`src/rtl/wb_stage_if.sv`:
```
// MEM -> WB retire handshake: instruction payload with valid/ready.
interface wb_stage_if #(
  parameter int unsigned XLEN = 32
);
  logic            m_valid;
  logic            m_ready;
  logic [4:0]      m_rd;
  logic            m_we;
  logic            m_is_load;
  logic [2:0]      m_funct3;
  logic [1:0]      m_addr_lo;
  logic [XLEN-1:0] m_result;

  modport master (
    output m_valid, m_rd, m_we, m_is_load, m_funct3, m_addr_lo, m_result,
    input  m_ready
  );

  modport slave (
    input  m_valid, m_rd, m_we, m_is_load, m_funct3, m_addr_lo, m_result,
    output m_ready
  );
endinterface

```
`src/rtl/wb_stage.sv`:
```
// Writeback stage: retires MEM instructions, waits for load data, drives the RF write port.
// Optional WB_BYPASS_EN adds combinational forwarding of the write on the port to rs1/rs2 reads.
module wb_stage #(
  parameter int unsigned XLEN = 32
) (
  input  logic            clk,
  input  logic            rst_n,
  wb_stage_if.slave       mem,
  input  logic            dm_rvalid,
  input  logic [XLEN-1:0] dm_rdata,
  output logic [4:0]      rf_ad3,
  output logic [XLEN-1:0] rf_wd3,
  output logic            rf_we3,
  output logic            retire_valid,
  output logic            load_pending
`ifdef WB_BYPASS_EN
  ,
  input  logic [4:0]      rs1_addr,
  input  logic [4:0]      rs2_addr,
  input  logic [XLEN-1:0] rf_rd1,
  input  logic [XLEN-1:0] rf_rd2,
  output logic [XLEN-1:0] rs1_data,
  output logic [XLEN-1:0] rs2_data
`endif
);

  typedef enum logic [0:0] {
    IDLE      = 1'b0,
    WAIT_LOAD = 1'b1
  } state_t;

  state_t     state;
  logic [4:0] ld_rd;
  logic       ld_we;
  logic [2:0] ld_funct3;
  logic [1:0] ld_addr_lo;

  assign mem.m_ready  = (state == IDLE);
  assign load_pending = (state == WAIT_LOAD);

  // Align the addressed byte/halfword to bit 0, then extend by load type.
  function automatic logic [XLEN-1:0] extract_load(input logic [2:0]      f3,
                                                   input logic [1:0]      lo,
                                                   input logic [XLEN-1:0] raw);
    logic [XLEN-1:0] sh;
    sh = raw >> {lo, 3'b000};
    case (f3)
      3'b000:  extract_load = {{(XLEN-8){sh[7]}}, sh[7:0]};
      3'b001:  extract_load = {{(XLEN-16){sh[15]}}, sh[15:0]};
      3'b100:  extract_load = {{(XLEN-8){1'b0}}, sh[7:0]};
      3'b101:  extract_load = {{(XLEN-16){1'b0}}, sh[15:0]};
      default: extract_load = raw;
    endcase
  endfunction

  always_ff @(posedge clk or negedge rst_n) begin
    if (!rst_n) begin
      state        <= IDLE;
      rf_we3       <= 1'b0;
      rf_ad3       <= 5'd0;
      rf_wd3       <= '0;
      retire_valid <= 1'b0;
      ld_rd        <= 5'd0;
      ld_we        <= 1'b0;
      ld_funct3    <= 3'd0;
      ld_addr_lo   <= 2'd0;
    end else begin
      rf_we3       <= 1'b0;
      retire_valid <= 1'b0;
      case (state)
        IDLE: begin
          if (mem.m_valid) begin
            if (mem.m_is_load) begin
              ld_rd      <= mem.m_rd;
              ld_we      <= mem.m_we;
              ld_funct3  <= mem.m_funct3;
              ld_addr_lo <= mem.m_addr_lo;
              state      <= WAIT_LOAD;
            end else begin
              rf_we3       <= mem.m_we & (mem.m_rd != 5'd0);
              rf_ad3       <= mem.m_rd;
              rf_wd3       <= mem.m_result;
              retire_valid <= 1'b1;
            end
          end
        end
        WAIT_LOAD: begin
          if (dm_rvalid) begin
            rf_we3       <= ld_we & (ld_rd != 5'd0);
            rf_ad3       <= ld_rd;
            rf_wd3       <= extract_load(ld_funct3, ld_addr_lo, dm_rdata);
            retire_valid <= 1'b1;
            state        <= IDLE;
          end
        end
        default: state <= IDLE;
      endcase
    end
  end

`ifdef WB_BYPASS_EN
  // Forward the write on the port so decode never reads stale data in the same cycle.
  assign rs1_data = (rf_we3 && (rf_ad3 == rs1_addr) && (rs1_addr != 5'd0)) ? rf_wd3 : rf_rd1;
  assign rs2_data = (rf_we3 && (rf_ad3 == rs2_addr) && (rs2_addr != 5'd0)) ? rf_wd3 : rf_rd2;
`endif

endmodule

```
`src/flat_wrapper.sv`:
```
// flat-port wrapper written by rule: the top's interface ports become plain ports
module wb_stage_flat 
#(
  parameter int unsigned XLEN = 32
)
  (clk, rst_n, dm_rvalid, dm_rdata, rf_ad3, rf_wd3, rf_we3, retire_valid, load_pending, mem_m_valid, mem_m_rd, mem_m_we, mem_m_is_load, mem_m_funct3, mem_m_addr_lo, mem_m_result, mem_m_ready);
  wb_stage_if #(.XLEN(XLEN)) mem_i ();
  input  logic clk;
  input  logic rst_n;
  input  logic dm_rvalid;
  input  logic [XLEN-1:0] dm_rdata;
  output logic [4:0] rf_ad3;
  output logic [XLEN-1:0] rf_wd3;
  output logic rf_we3;
  output logic retire_valid;
  output logic load_pending;
  input wire logic [$bits(mem_i.m_valid)-1:0] mem_m_valid;
  input wire logic [$bits(mem_i.m_rd)-1:0] mem_m_rd;
  input wire logic [$bits(mem_i.m_we)-1:0] mem_m_we;
  input wire logic [$bits(mem_i.m_is_load)-1:0] mem_m_is_load;
  input wire logic [$bits(mem_i.m_funct3)-1:0] mem_m_funct3;
  input wire logic [$bits(mem_i.m_addr_lo)-1:0] mem_m_addr_lo;
  input wire logic [$bits(mem_i.m_result)-1:0] mem_m_result;
  output wire logic [$bits(mem_i.m_ready)-1:0] mem_m_ready;
  assign mem_i.m_valid = mem_m_valid;
  assign mem_i.m_rd = mem_m_rd;
  assign mem_i.m_we = mem_m_we;
  assign mem_i.m_is_load = mem_m_is_load;
  assign mem_i.m_funct3 = mem_m_funct3;
  assign mem_i.m_addr_lo = mem_m_addr_lo;
  assign mem_i.m_result = mem_m_result;
  assign mem_m_ready = mem_i.m_ready;
  wb_stage #(.XLEN(XLEN)) u_core (.clk(clk), .rst_n(rst_n), .mem(mem_i), .dm_rvalid(dm_rvalid), .dm_rdata(dm_rdata), .rf_ad3(rf_ad3), .rf_wd3(rf_wd3), .rf_we3(rf_we3), .retire_valid(retire_valid), .load_pending(load_pending));
endmodule
```
`config.mk`:
```
export PLATFORM = sky130hd
export DESIGN_NAME = wb_stage_flat
export DESIGN_NICKNAME = d
export VERILOG_FILES = /design/src/rtl/wb_stage_if.sv /design/src/rtl/wb_stage.sv /design/src/flat_wrapper.sv
export SDC_FILE = /design/constraint.sdc
export NUM_CORES = 1
export LEC_CHECK = 0
export CAP_MARGIN = 25
export CORE_UTILIZATION = 30
export CTS_CLUSTER_SIZE = 16
export DETAILED_ROUTE_END_ITERATION = 10
export PLACE_DENSITY = 0.68
export SLEW_MARGIN = 20
export SYNTH_ARGS = -nofsm -noshare
export SYNTH_HDL_FRONTEND = slang
export SYNTH_SLANG_ARGS = --single-unit
```
`constraint.sdc`:
```
create_clock -name clk -period 1.8 [get_ports clk]
set_input_delay 0.45 -clock clk [delete_from_list [all_inputs] [get_ports clk]]
set_output_delay 0.45 -clock clk [all_outputs]
set_load 0.02 [all_outputs]
```
==> flow_metrics.tcl, run 1 <==
set metrics [dict create \
    root_buffer "clkbuf_8" \
    ys_warn_count 0 \
    seq_power_share 0.372 \
    grtUsageMet3 0.0716 \
    fin_setup_tns_ns 0 \
    final_cell_mix "114 x clkdlybuf4s50_1, 49 x dfrtp_1, 44 x nor2_1" \
    die-area_sq_um 9620 \
    place_area_sq_um 4290 \
    h-tree-depth 2 \
    num_antenna_cells 0 \
    grt_max_degree 32 \
    cts_sinks 51 \
    die_w_microns 98.1 \
    utilization 0.495 \
    power_leakage_nw 1.78 \
    syn_nets 369 \
    drt_iter0_drc 160 \
    drt-total-wl_microns 9390 \
    place_hpwl_microns 7280 \
    layout_commonest_cell "clkdlybuf4s50_1" \
    clk_latency_ns 0.30 \
    switching_share 0.371 \
    timing.slew.headroom 0.603 \
    final_layout_size_suffix_gt1_frac 0.144 \
    synth_cell_types 33 \
    tightestPinTransition_ns 0.596 \
    die_h_microns 98.1 \
    firstDrtPassIters 9 \
    cts_buffers 5 \
    met1_usage 0.248 \
    design_area_sq_um 4380 \
    maxSlewViolCount 0 \
    p_comb_frac 0.483 \
    fmax_mhz 567 \
    p_per_area_nw_per_um2 1020 \
    stdcell_count 533 \
    clkSlewWorstSetupHoldPaths_ns 0.09 \
    clk_path_buf_depth 2 \
    fillers 843 \
    yosysSeqAreaShare 0.461 \
    row_count 34 \
    period_minus_slack_ns 1.76 \
    internal_power_mw 2.80 \
    postCtsSetupRepairBufs 0 \
    grt_setup_unrepaired "false" \
    status "complete, but fails checks" \
    start_util 0.313 \
    async_flop_share 1.00 \
    grt_pass1_vias 2957 \
    path_max_fanout 4 \
    synth_seq_cells 51 \
    syn2layout_area_growth_pct 58.2 \
    vias 2832 \
    cp-start-kind "input port" \
    irDropWorstVdd_v 0.000528 \
    post-route-drc-count 12 \
    p_switching_mw 1.65 \
    syn_avg_cell_area_sq_um 9.58 \
    crit_type "input port to register" \
    antenna_found_initial 0 \
    finalPower_mw 4.45 \
    placed_cells 525 \
    viasPerCell 5.31 \
    syn_inst 289 \
    met2_usage 0.323 \
    grt_busiest_layer "met2" \
    synth_ff_type "dfrtp_1" \
    failed_checks "DRC" \
    grt-ovfl-total 0 \
    register_area_sq_um 1280 \
    wl_per_cell_microns 17.6 \
    hold_violations 0 \
    crit_arrival_ns 1.94 \
    routabilityCongestion 0.808 \
    setup_viol 0 \
    synth_enable_flop_cells 0 \
    syn_area_sq_um 2770 \
    clock_power_share 0.145 \
    grt_pass1_wl_microns 15000 \
    multi_input_area_sq_um 1340 \
    fin_nets 504 \
    endpoint_kind "register" \
    cap_violations 0 \
    design.core.area_sq_um 8850 \
    fin_skew_ns 0.00984 \
    worstHoldPathType "input port to asynchronous set/reset pin" \
    tritoncts "done" \
    fin_crit_sh 0.979 \
    postRouteAntennaNets 0 \
    io_pins 121 \
    grt_use_total 0.198 \
    required_ns 1.98 \
    numPortBuffers 120 \
]
==> synth_stat cells, drive strengths merged, types with 2 or more instances <==
master | n | area [sq um]
dfrtp | 51 | 1280
nor2 | 44 | 165
a221oi | 30 | 269
o22ai | 24 | 150
a21oi | 20 | 104
nand2 | 17 | 63.8
clkbuf | 15 | 56.3
o21ai | 15 | 75.1
mux2i | 14 | 153
buf | 12 | 70.1
mux2 | 11 | 124
inv | 8 | 30.0
o2bb2ai | 7 | 61.3
nor2b | 4 | 25.0
a211oi | 2 | 27.5
nand3b | 2 | 15.0
nor3 | 2 | 10.0
or4 | 2 | 15.0
==> flip-flops by register name, summed over array words and instances (netlist names) <==
signal	cells
u_core.ld_addr_lo	2
u_core.ld_funct3	3
u_core.ld_rd	5
u_core.ld_we	1
u_core.load_pending	1
u_core.retire_valid	1
u_core.rf_ad3	5
u_core.rf_wd3	32
u_core.rf_we3	1
==> layout make-up <==
| type | instances | share of cell area |
|---|---|---|
| clock buffers | 7 | 0.0174 |
| clock inverters | 1 | 0.00114 |
| inverters | 8 | 0.00686 |
| multi-input cells | 203 | 0.306 |
| flip-flops and latches | 51 | 0.292 |
| well taps | 108 | 0.0308 |
| repair buffers | 155 | 0.346 |
==> path summary, 6_finish.rpt <==
path / start / to / slack [ns] / cells after the start
worst max-delay path: dm_rdata[23] / u_core.rf_wd3[14]$_DFFE_PN0P_ / 0.04 / 5
worst max register to register: u_core.ld_addr_lo[1]$_DFFE_PN0P_ / u_core.rf_wd3[14]$_DFFE_PN0P_ / 0.12 / 4
max in group asynchronous: rst_n / u_core.ld_funct3[2]$_DFFE_PN0P_ / 1.11 / 2
min in group clk: u_core.rf_ad3[2]$_DFFE_PN0P_ / u_core.rf_ad3[2]$_DFFE_PN0P_ / 0.49 / 2
worst min register to register: u_core.rf_ad3[2]$_DFFE_PN0P_ / u_core.rf_ad3[2]$_DFFE_PN0P_ / 0.49 / 2
worst min-delay path: rst_n / u_core.rf_ad3[4]$_DFFE_PN0P_ / 0.09 / 1
==> through the flow <==
| stage | hold slack (ns) | setup WS [ns] |
|---|---|---|
| finish | 0.0868 | 0.0372 |
| global route | 0.106 | 0.00340 |
| CTS | 0.0898 | 0.00222 |
| detailed placement | 0.424 | -0.312 |
| global placement | 0.415 | -0.299 |
| floorplan | 0.154 | 0.194 |
==> kinds of logic (layout without fill, tap and decap cells) <==
family | Yosys count | in the layout | synth area share
AND/OR/NAND/NOR | 76 | 76 | 0.117
AO/OA/AOI/OAI | 101 | 101 | 0.257
flip-flops | 51 | 51 | 0.461
buffers and inverters | 35 | 171 | 0.0565
multiplexers | 26 | 26 | 0.108
==> repair_timing <==
action,CTS,global route
hold buffers,0,0
gates resized for setup,3,5
setup endpoints to repair,2,20
==> per-layer routing <==
metal  vias up  wire length, microns  part of all wire
met1      1339                  3770              0.40
li1       1350                     -                 -
met5         -                     0                 0
met3        15                  1000              0.11
met2       128                  4450              0.47
met4         0                   166             0.018
==> critical path, cell delays in order <==
cell and delay (ns):
clkdlybuf4s50_1 0.46, mux4_2 0.55, a211oi_4 0.24, buf_4 0.17, a221oi_1 0.08
==> power groups by stage <==
stage | clock network (mW) | logic (mW) | registers [mW]
2_1_floorplan | 0 | 0.820 | 1.93
3_3_place_gp | 0 | 2.11 | 1.68
3_5_place_dp | 0 | 2.16 | 1.68
4_1_cts | 0.665 | 2.16 | 1.66
5_1_grt | 0.706 | 2.30 | 1.71
6_report | 0.645 | 2.15 | 1.66
No activity file was read; power rests on OpenSTA's default activity.
==> run 2: changes to the inputs <==
- CTS_CLUSTER_DIAMETER: default -> 100
==> results of run 2 <==
No change in the layout: final DEF, timing and power equal those of run 1.
